===== src/rtl/pic_pkg.sv =====
package pic_pkg;

  localparam int unsigned PC_W  = 13;
  localparam int unsigned TGT_W = 11;
  localparam int unsigned DEPTH = 8;
  localparam int unsigned SP_W  = 3;

  localparam logic [PC_W-1:0] RESET_VECTOR = '0;

  typedef enum logic {
    RUN    = 1'b0,
    SQUASH = 1'b1
  } fetch_state_t;

endpackage


===== src/rtl/ret_stack.sv =====
module ret_stack
  import pic_pkg::*;
(
  input  logic            clk,
  input  logic            reset,
  input  logic            push,
  input  logic            pop,
  input  logic [PC_W-1:0] din,
  output logic [PC_W-1:0] dout,
  output logic [SP_W-1:0] sp,
  output logic [SP_W:0]   depth,
  output logic            ovf_evt,
  output logic            unf_evt
);

  localparam logic [SP_W:0] FULL = (SP_W+1)'(DEPTH);

  logic [PC_W-1:0] mem_q [DEPTH];
  logic [SP_W-1:0] sp_q;
  logic [SP_W:0]   depth_q;
  logic [SP_W-1:0] rd_idx;

  assign rd_idx  = sp_q - SP_W'(1);
  assign dout    = mem_q[rd_idx];
  assign sp      = sp_q;
  assign depth   = depth_q;
  assign ovf_evt = push && !pop && (depth_q == FULL);
  assign unf_evt = pop && (depth_q == '0);

  // Contents are deliberately left out of reset; only the pointers clear.
  always_ff @(posedge clk) begin
    if (push && !pop) begin
      mem_q[sp_q] <= din;
    end
  end

  always_ff @(posedge clk or negedge reset) begin
    if (!reset) begin
      sp_q    <= '0;
      depth_q <= '0;
    end else if (pop) begin
      sp_q    <= rd_idx;
      depth_q <= (depth_q == '0) ? '0 : depth_q - (SP_W+1)'(1);
    end else if (push) begin
      sp_q    <= sp_q + SP_W'(1);
      depth_q <= (depth_q == FULL) ? FULL : depth_q + (SP_W+1)'(1);
    end
  end

endmodule


===== src/rtl/pc_stack_unit.sv =====
module pc_stack_unit
  import pic_pkg::*;
(
  input  logic                 clk,
  input  logic                 reset,
  input  logic                 adv,
  input  logic                 is_goto,
  input  logic                 is_call,
  input  logic                 is_ret,
  input  logic                 skip,
  input  logic [TGT_W-1:0]     target,
  input  logic [PC_W-TGT_W-1:0] page,
  output logic [PC_W-1:0]      pc,
  output logic                 bubble,
  output logic [SP_W-1:0]      sp,
  output logic                 stk_ovf,
  output logic                 stk_unf
);

  fetch_state_t    state_q;
  logic [PC_W-1:0] pc_q;
  logic            ovf_q;
  logic            unf_q;

  logic            run_adv;
  logic            push;
  logic            pop;
  logic [PC_W-1:0] pc_inc;
  logic [PC_W-1:0] jump_pc;
  logic [PC_W-1:0] ret_pc;
  logic [SP_W:0]   depth;
  logic            ovf_evt;
  logic            unf_evt;

  assign run_adv = adv && (state_q == RUN);
  assign pop     = run_adv && is_ret;
  assign push    = run_adv && !is_ret && is_call;
  assign pc_inc  = pc_q + PC_W'(1);
  assign jump_pc = {page, target};

  ret_stack u_ret_stack (
    .clk     (clk),
    .reset   (reset),
    .push    (push),
    .pop     (pop),
    .din     (pc_inc),
    .dout    (ret_pc),
    .sp      (sp),
    .depth   (depth),
    .ovf_evt (ovf_evt),
    .unf_evt (unf_evt)
  );

  always_ff @(posedge clk or negedge reset) begin
    if (!reset) begin
      state_q <= RUN;
      pc_q    <= RESET_VECTOR;
      ovf_q   <= 1'b0;
      unf_q   <= 1'b0;
    end else if (adv) begin
      case (state_q)
        RUN: begin
          if (is_ret) begin
            pc_q    <= ret_pc;
            unf_q   <= unf_q | unf_evt;
            state_q <= SQUASH;
          end else if (is_call) begin
            pc_q    <= jump_pc;
            ovf_q   <= ovf_q | ovf_evt;
            state_q <= SQUASH;
          end else if (is_goto) begin
            pc_q    <= jump_pc;
            state_q <= SQUASH;
          end else if (skip) begin
            pc_q    <= pc_inc;
            state_q <= SQUASH;
          end else begin
            pc_q    <= pc_inc;
            state_q <= RUN;
          end
        end
        SQUASH: begin
          pc_q    <= pc_inc;
          state_q <= RUN;
        end
        default: begin
          state_q <= RUN;
        end
      endcase
    end
  end

  assign pc      = pc_q;
  assign bubble  = (state_q == SQUASH);
  assign stk_ovf = ovf_q;
  assign stk_unf = unf_q;

  logic unused_depth;
  assign unused_depth = ^depth;

endmodule


===== config.mk =====
export PLATFORM = sky130hd
export DESIGN_NAME = pc_stack_unit
export DESIGN_NICKNAME = d
export VERILOG_FILES = /design/src/rtl/pic_pkg.sv /design/src/rtl/ret_stack.sv /design/src/rtl/pc_stack_unit.sv
export SDC_FILE = /design/constraint.sdc
export NUM_CORES = 1
export LEC_CHECK = 0
export ABC_AREA = 0
export ABC_CLOCK_PERIOD_IN_PS = 6900
export CORE_MARGIN = 10
export CORE_UTILIZATION = 50
export DETAILED_ROUTE_END_ITERATION = 10
export PLACE_DENSITY = 0.69
export SLEW_MARGIN = 25
export SYNTH_ARGS = -nofsm -noshare
export SYNTH_HDL_FRONTEND = slang
export SYNTH_SLANG_ARGS = --single-unit

===== constraint.sdc =====
create_clock -name clk -period 6.9 [get_ports clk]
set_input_delay 1.38 -clock clk [delete_from_list [all_inputs] [get_ports clk]]
set_output_delay 1.38 -clock clk [all_outputs]
set_load 0.1 [all_outputs]

Word-level counts from Yosys, hierarchy flattened
Memories as Yosys holds them, arrays and structs flattened.
Index checks and enable logic that the tools add are counted.
- register bits after elaboration: 23
- bits in writable memories: 104
- output and inout port bits: 19
- word-level logic and storage cells: 47
- memories: 1
- memories (name ; words ; bits a word ; rd ports ; clocked after Yosys merged registers in ; wr ports ; RTL line ; text):
    u_ret_stack.mem_q ; 8 ; 13 ; 1 ; 0 ; 1 ; ret_stack.sv:18 ; logic [PC_W-1:0] mem_q [DEPTH];
- $add $sub $neg: 5
- equal/unequal tests: 1
- muxes and demuxes: 17
- bitwise logic cells: 4
- reduce and logical (&&, ||, !) cells: 13
- operator list (operator ; number):
    $mux W13 ; 3
    $pmux W13 S2 ; 1
    $mux W4 ; 4
    $add A13 B1 Y13 const B ; 1
    $logic_and A1 B1 Y1 ; 7
    $mux W1 ; 6
    $mux W3 ; 2
    $add A4 B1 Y4 const B ; 1
    $eq A4 B4 Y1 const B ; 1
    $logic_not A4 Y1 ; 1
    $reduce_and A4 Y1 ; 1
    $sub A4 B1 Y4 const B ; 1
    $add A3 B1 Y3 const B ; 1
    $reduce_and A3 Y1 ; 1
    $sub A3 B1 Y3 const B ; 1
    $logic_not A1 Y1 ; 2
    $not A1 Y1 ; 2
    $or A1 B1 Y1 ; 2
    $pmux W1 S2 ; 1
    $reduce_bool A2 Y1 ; 1

Depth between registers and ports, before layout
- depth in word-level cells: 7
- gate-level depth with buffers: 11
- mapped depth without buffers: 7

Modules after synthesis
A second synthesis with hierarchy kept.
- cell total of the unflattened synthesis: 450
- area total of the unflattened synthesis: 5987.0 sq um
- by module, submodules not included (module ; instances ; cells an instance ; area an instance (sq um)):
    ret_stack ; 1 ; 303 ; 4754.6
    pc_stack_unit ; 1 ; 147 ; 1232.4

Worst setup path after synthesis
No wires, ideal clock.
- path type: input port to flip-flop
- from: input is_ret
- to: memory u_ret_stack.mem_q[1][0] (enable)
- setup time: 400 ps
- data arrival time: 2953 ps
- data required time: 6500 ps
- setup slack: 3547 ps
- stages: 5
- buffers on the path: 1
- cell sequence: clkbuf_1 -> nor2_1 -> and3_1 -> nand2_1 -> nor3_1
- cells in the longest elaborated chain, start to end: 6
- elaborated cells between the ends (all ways): 8
- those cells by class: mux: 2; reduce/logical: 6
- ends and longest elaborated chain (element ; RTL line ; text):
    start: declaration ; pc_stack_unit.sv:9 ; input logic is_ret,
    $logic_not A1 Y1 ; pc_stack_unit.sv:37 ; assign push = run_adv && !is_ret && is_call;
    $logic_and A1 B1 Y1 (2 in series) ; pc_stack_unit.sv:37 ;
    $logic_and A1 B1 Y1 * ; ret_stack.sv:32 ; if (push && !pop) begin
    $mux W1 * ; ret_stack.sv:32 ;
    $mux W1 (implied by the code) * ; ret_stack.sv:33 ; mem_q[sp_q] <= din;
    end: declaration ; ret_stack.sv:18 ;
Mark *: on every way between the ends. The rest lies on a longest branch, timed or not.

Final worst setup path
- from: register state_q (netlist: bubble)
- to: output bubble
- RTL lines (element ; RTL line ; text):
    start: declaration ; pc_stack_unit.sv:20 ; fetch_state_t state_q;
    start signal: assignment ; pc_stack_unit.sv:56 ; state_q <= RUN;
    start signal: assignment ; pc_stack_unit.sv:66 ; state_q <= SQUASH;
    start signal: assignment ; pc_stack_unit.sv:70 ; state_q <= SQUASH;
    end: declaration ; pc_stack_unit.sv:14 ; output logic bubble,
No word-level cell between the ends.

==> run summary <==
Status -> finished clean
Layout cell share with drive strength beyond 1 -> 17.4%
Initial Util -> 50.8%
Syn_area_per_cell -> 14.0 µm²
Path category of the worst min-delay check -> reg2reg
Post-CTS Setup Repair Bufs -> 0
Final ANT Viol Nets -> 0
I/O Buffers -> 38
Footprint of the multi-input gates -> 0.00196 mm²
Top_reg_cell synth -> edfxtp_1
Critical path class -> reg2out
Global-route wire length before repair -> 22.4 mm
Synth top area cells -> edfxtp_1, dfrtp_1, mux4_2
Cell Area, Synth -> 0.00577 mm²
Unique masters post-synth -> 57
Crit end category -> primary output
DRC violations left -> 0
Vias per cell -> 6.27
Initial antenna violation count -> 0
Top-area cell type share of the netlist area -> 54.1%
Die X -> 127 µm
Synth warn -> 0
GRT Total Usage -> 18.7%
DR pass1 iterations -> 5
Post-synthesis sequential area ratio -> 64.1%
Asr flop ratio synth -> 18.1%
Met2 usage -> 28.0%
Reg clk slew, reported paths -> 0.06 ns
Data arrival, critical path -> 2.48 ns
WL/cell -> 24.8 µm
Placer congestion estimate -> 0.909
Number of synthesized flops with an enable pin -> 104
Final setup vio count -> 0
Total gr overflow -> 0
Max-cap check violation count -> 0
Crit path max-delay family -> buffers and inverters
Max-slew headroom -> 26.6%
Die ar. -> 0.0162 mm²
Leakage power -> 2.39 nW
Met1 usage -> 24.5%
Worst Path Required -> 5.52 ns
Die height -> 127 µm
Fill cells -> 887
Clock sinks -> 127
Post-CTS Hold Fix Bufs -> 0
Inserted Clock Buffers -> 17
Unrepaired setup endpoints after global routing -> false
Fmax -> 259 MHz
Seq cells post-synth -> 127
Clk_lat worst skew -> 0.42 ns
Site Rows -> 39
Net Count, Synth -> 436
Slew Viols, Final -> 0
CTS tree -> built
Pin count of the biggest net entering global routing -> 31
Fin nets -> 472
Tcrit/Tclk final -> 55.9%
Final hold violations -> 0
Post-CTS sizing -> 0
Drt initial violations -> 393
IO Pins -> 39
Htree depth -> 4
# diodes -> 0
Met3 usage -> 5.62%
Final Power -> 3.55 mW
Critical Path Fanout Max -> 21
Clk buf depth -> 2
Clock skew -> 0.0125 ns
Setup TNS Final -> 0 ns
Final Critical Period -> 3.86 ns
Drt total wl -> 14.9 mm
Root Buffer -> clkbuf_16
Final instance area -> 0.00689 mm²
Mapped Cells -> 411
Worst-path cell chain -> clkdlybuf4s50_1
Placement Cell Area -> 0.00625 mm²
GRT busiest layer -> met2
Synthesis-to-layout area growth -> 19.3%
Crit path buf inv count -> 1
CP max-delay cell -> clkdlybuf4s50_1
Startpoint Class -> register
Post-DP HPWL -> 10.1 mm
Vias in the first global route -> 3666
Worst VDD drop -> 0.360 mV
Worst-Margin Slew -> 1.09 ns
Slowest stage delay, CP -> 1.26 ns
Cell taking the most area after synthesis -> edfxtp_1
Core footprint -> 0.0114 mm²
Reg area -> 0.00370 mm²
Routed via count -> 3780
Power per cell area -> 515 mW/mm²
cell type report:
cell class	instances	share of cell area [%]
multi-input cells	248	28.4
well taps	143	2.60
clock inverters	15	2.65
repair buffers	41	5.78
flip-flops and latches	127	53.7
inverters	12	0.654
clock buffers	17	6.18
state kept, by name, summed over array words and instances (netlist names):
signal	cells
u_ret_stack.mem_q	104
stk_ovf	1
u_ret_stack.depth	4
stk_unf	1
u_ret_stack.sp	3
pc	13
bubble	1
worst reg2reg max path: stages, from the launching register on:
cell and delay (ns):
dfrtp_2 0.33, buf_4 0.45, inv_1 0.34, ha_1 0.96
buf_4 0.34, mux4_2 0.34, and3_1 0.20, a311oi_1 0.30
a22oi_1 0.11
per-layer routing:
| metal | up-vias | wire [µm] |
|---|---|---|
| li1 | 1661 | - |
| met1 | 1907 | 6270 |
| met2 | 185 | 7030 |
| met3 | 27 | 1200 |
| met4 | 0 | 437 |
| met5 | - | 0 |
metrics by stage:
step                      hold slack, ns  std cells  util (%)  worst slack, ns
final                              0.487        603      60.6             3.04
after global routing               0.517        603      60.6             2.90
after CTS                          0.498        603      60.4             2.98
after detailed placement           0.484        571      55.0             2.63
after global placement             0.471        571      54.9             2.74
after floorplan                    0.495        411         -             3.55
cells by family after synthesis:
group	share of synthesized area, %
mux	10.8
simple gates	10.4
compound gates	8.28
flops	64.1
xor+xnor	2.56
fa+ha+maj	1.08
buf+inv	2.82
report_power, final:
group	switching [mW]	leakage (nW)	internal, mW
clock network	0.338	0.294	0.572
logic	1.00	0.893	0.470
registers	0.146	1.20	1.02
total	1.49	2.39	2.06
cell usage in the layout, fill, tap and decap left out, types with 5 or more instances in the layout:
cell type	synthesis	routed
dfrtp_1	23	22
o21ai_0	15	15
ha_1	5	5
nand2b_1	5	5
xnor2_1	11	9
inv_1	11	11
edfxtp_1	104	104
nor2_2	0	6
a31oi_1	6	6
mux4_2	24	24
mux2i_1	6	6
nand2_1	43	43
clkbuf_16	0	17
nand4_1	5	5
a21oi_1	14	14
o21ai_1	6	6
clkdlybuf4s50_1	0	37
nor2_1	30	24
nand3_1	9	9
Yosys cell counts, types with 4 or more instances:
cell type  count
nor2_1        30
o21ai_1        6
nand2b_1       5
clkbuf_1      10
mux2i_1        6
buf_2         10
a31oi_1        6
xor2_1         4
ha_1           5
mux4_2        24
dfrtp_1       23
nand4_1        5
edfxtp_1     104
nor3_1         6
a21oi_1       14
inv_1         11
nand2_1       43
xnor2_1       11
nand3_1        9
o21ai_0       15
a221o_1        4
path summary, 6_finish.rpt:
path                            cells past startpoint                end         startpoint  slack (ns)
min in group asynchronous                           1              pc[1]              reset        0.93
worst max register to register                      8             pc[11]  u_ret_stack.sp[0]        3.42
worst min-delay path                                2            stk_unf            stk_unf        0.49
max in group asynchronous                           1  u_ret_stack.sp[0]              reset        5.57
worst min register to register                      2            stk_unf            stk_unf        0.49
worst max-delay path                                1             bubble             bubble        3.04
Power figures use the tool's default switching activity.
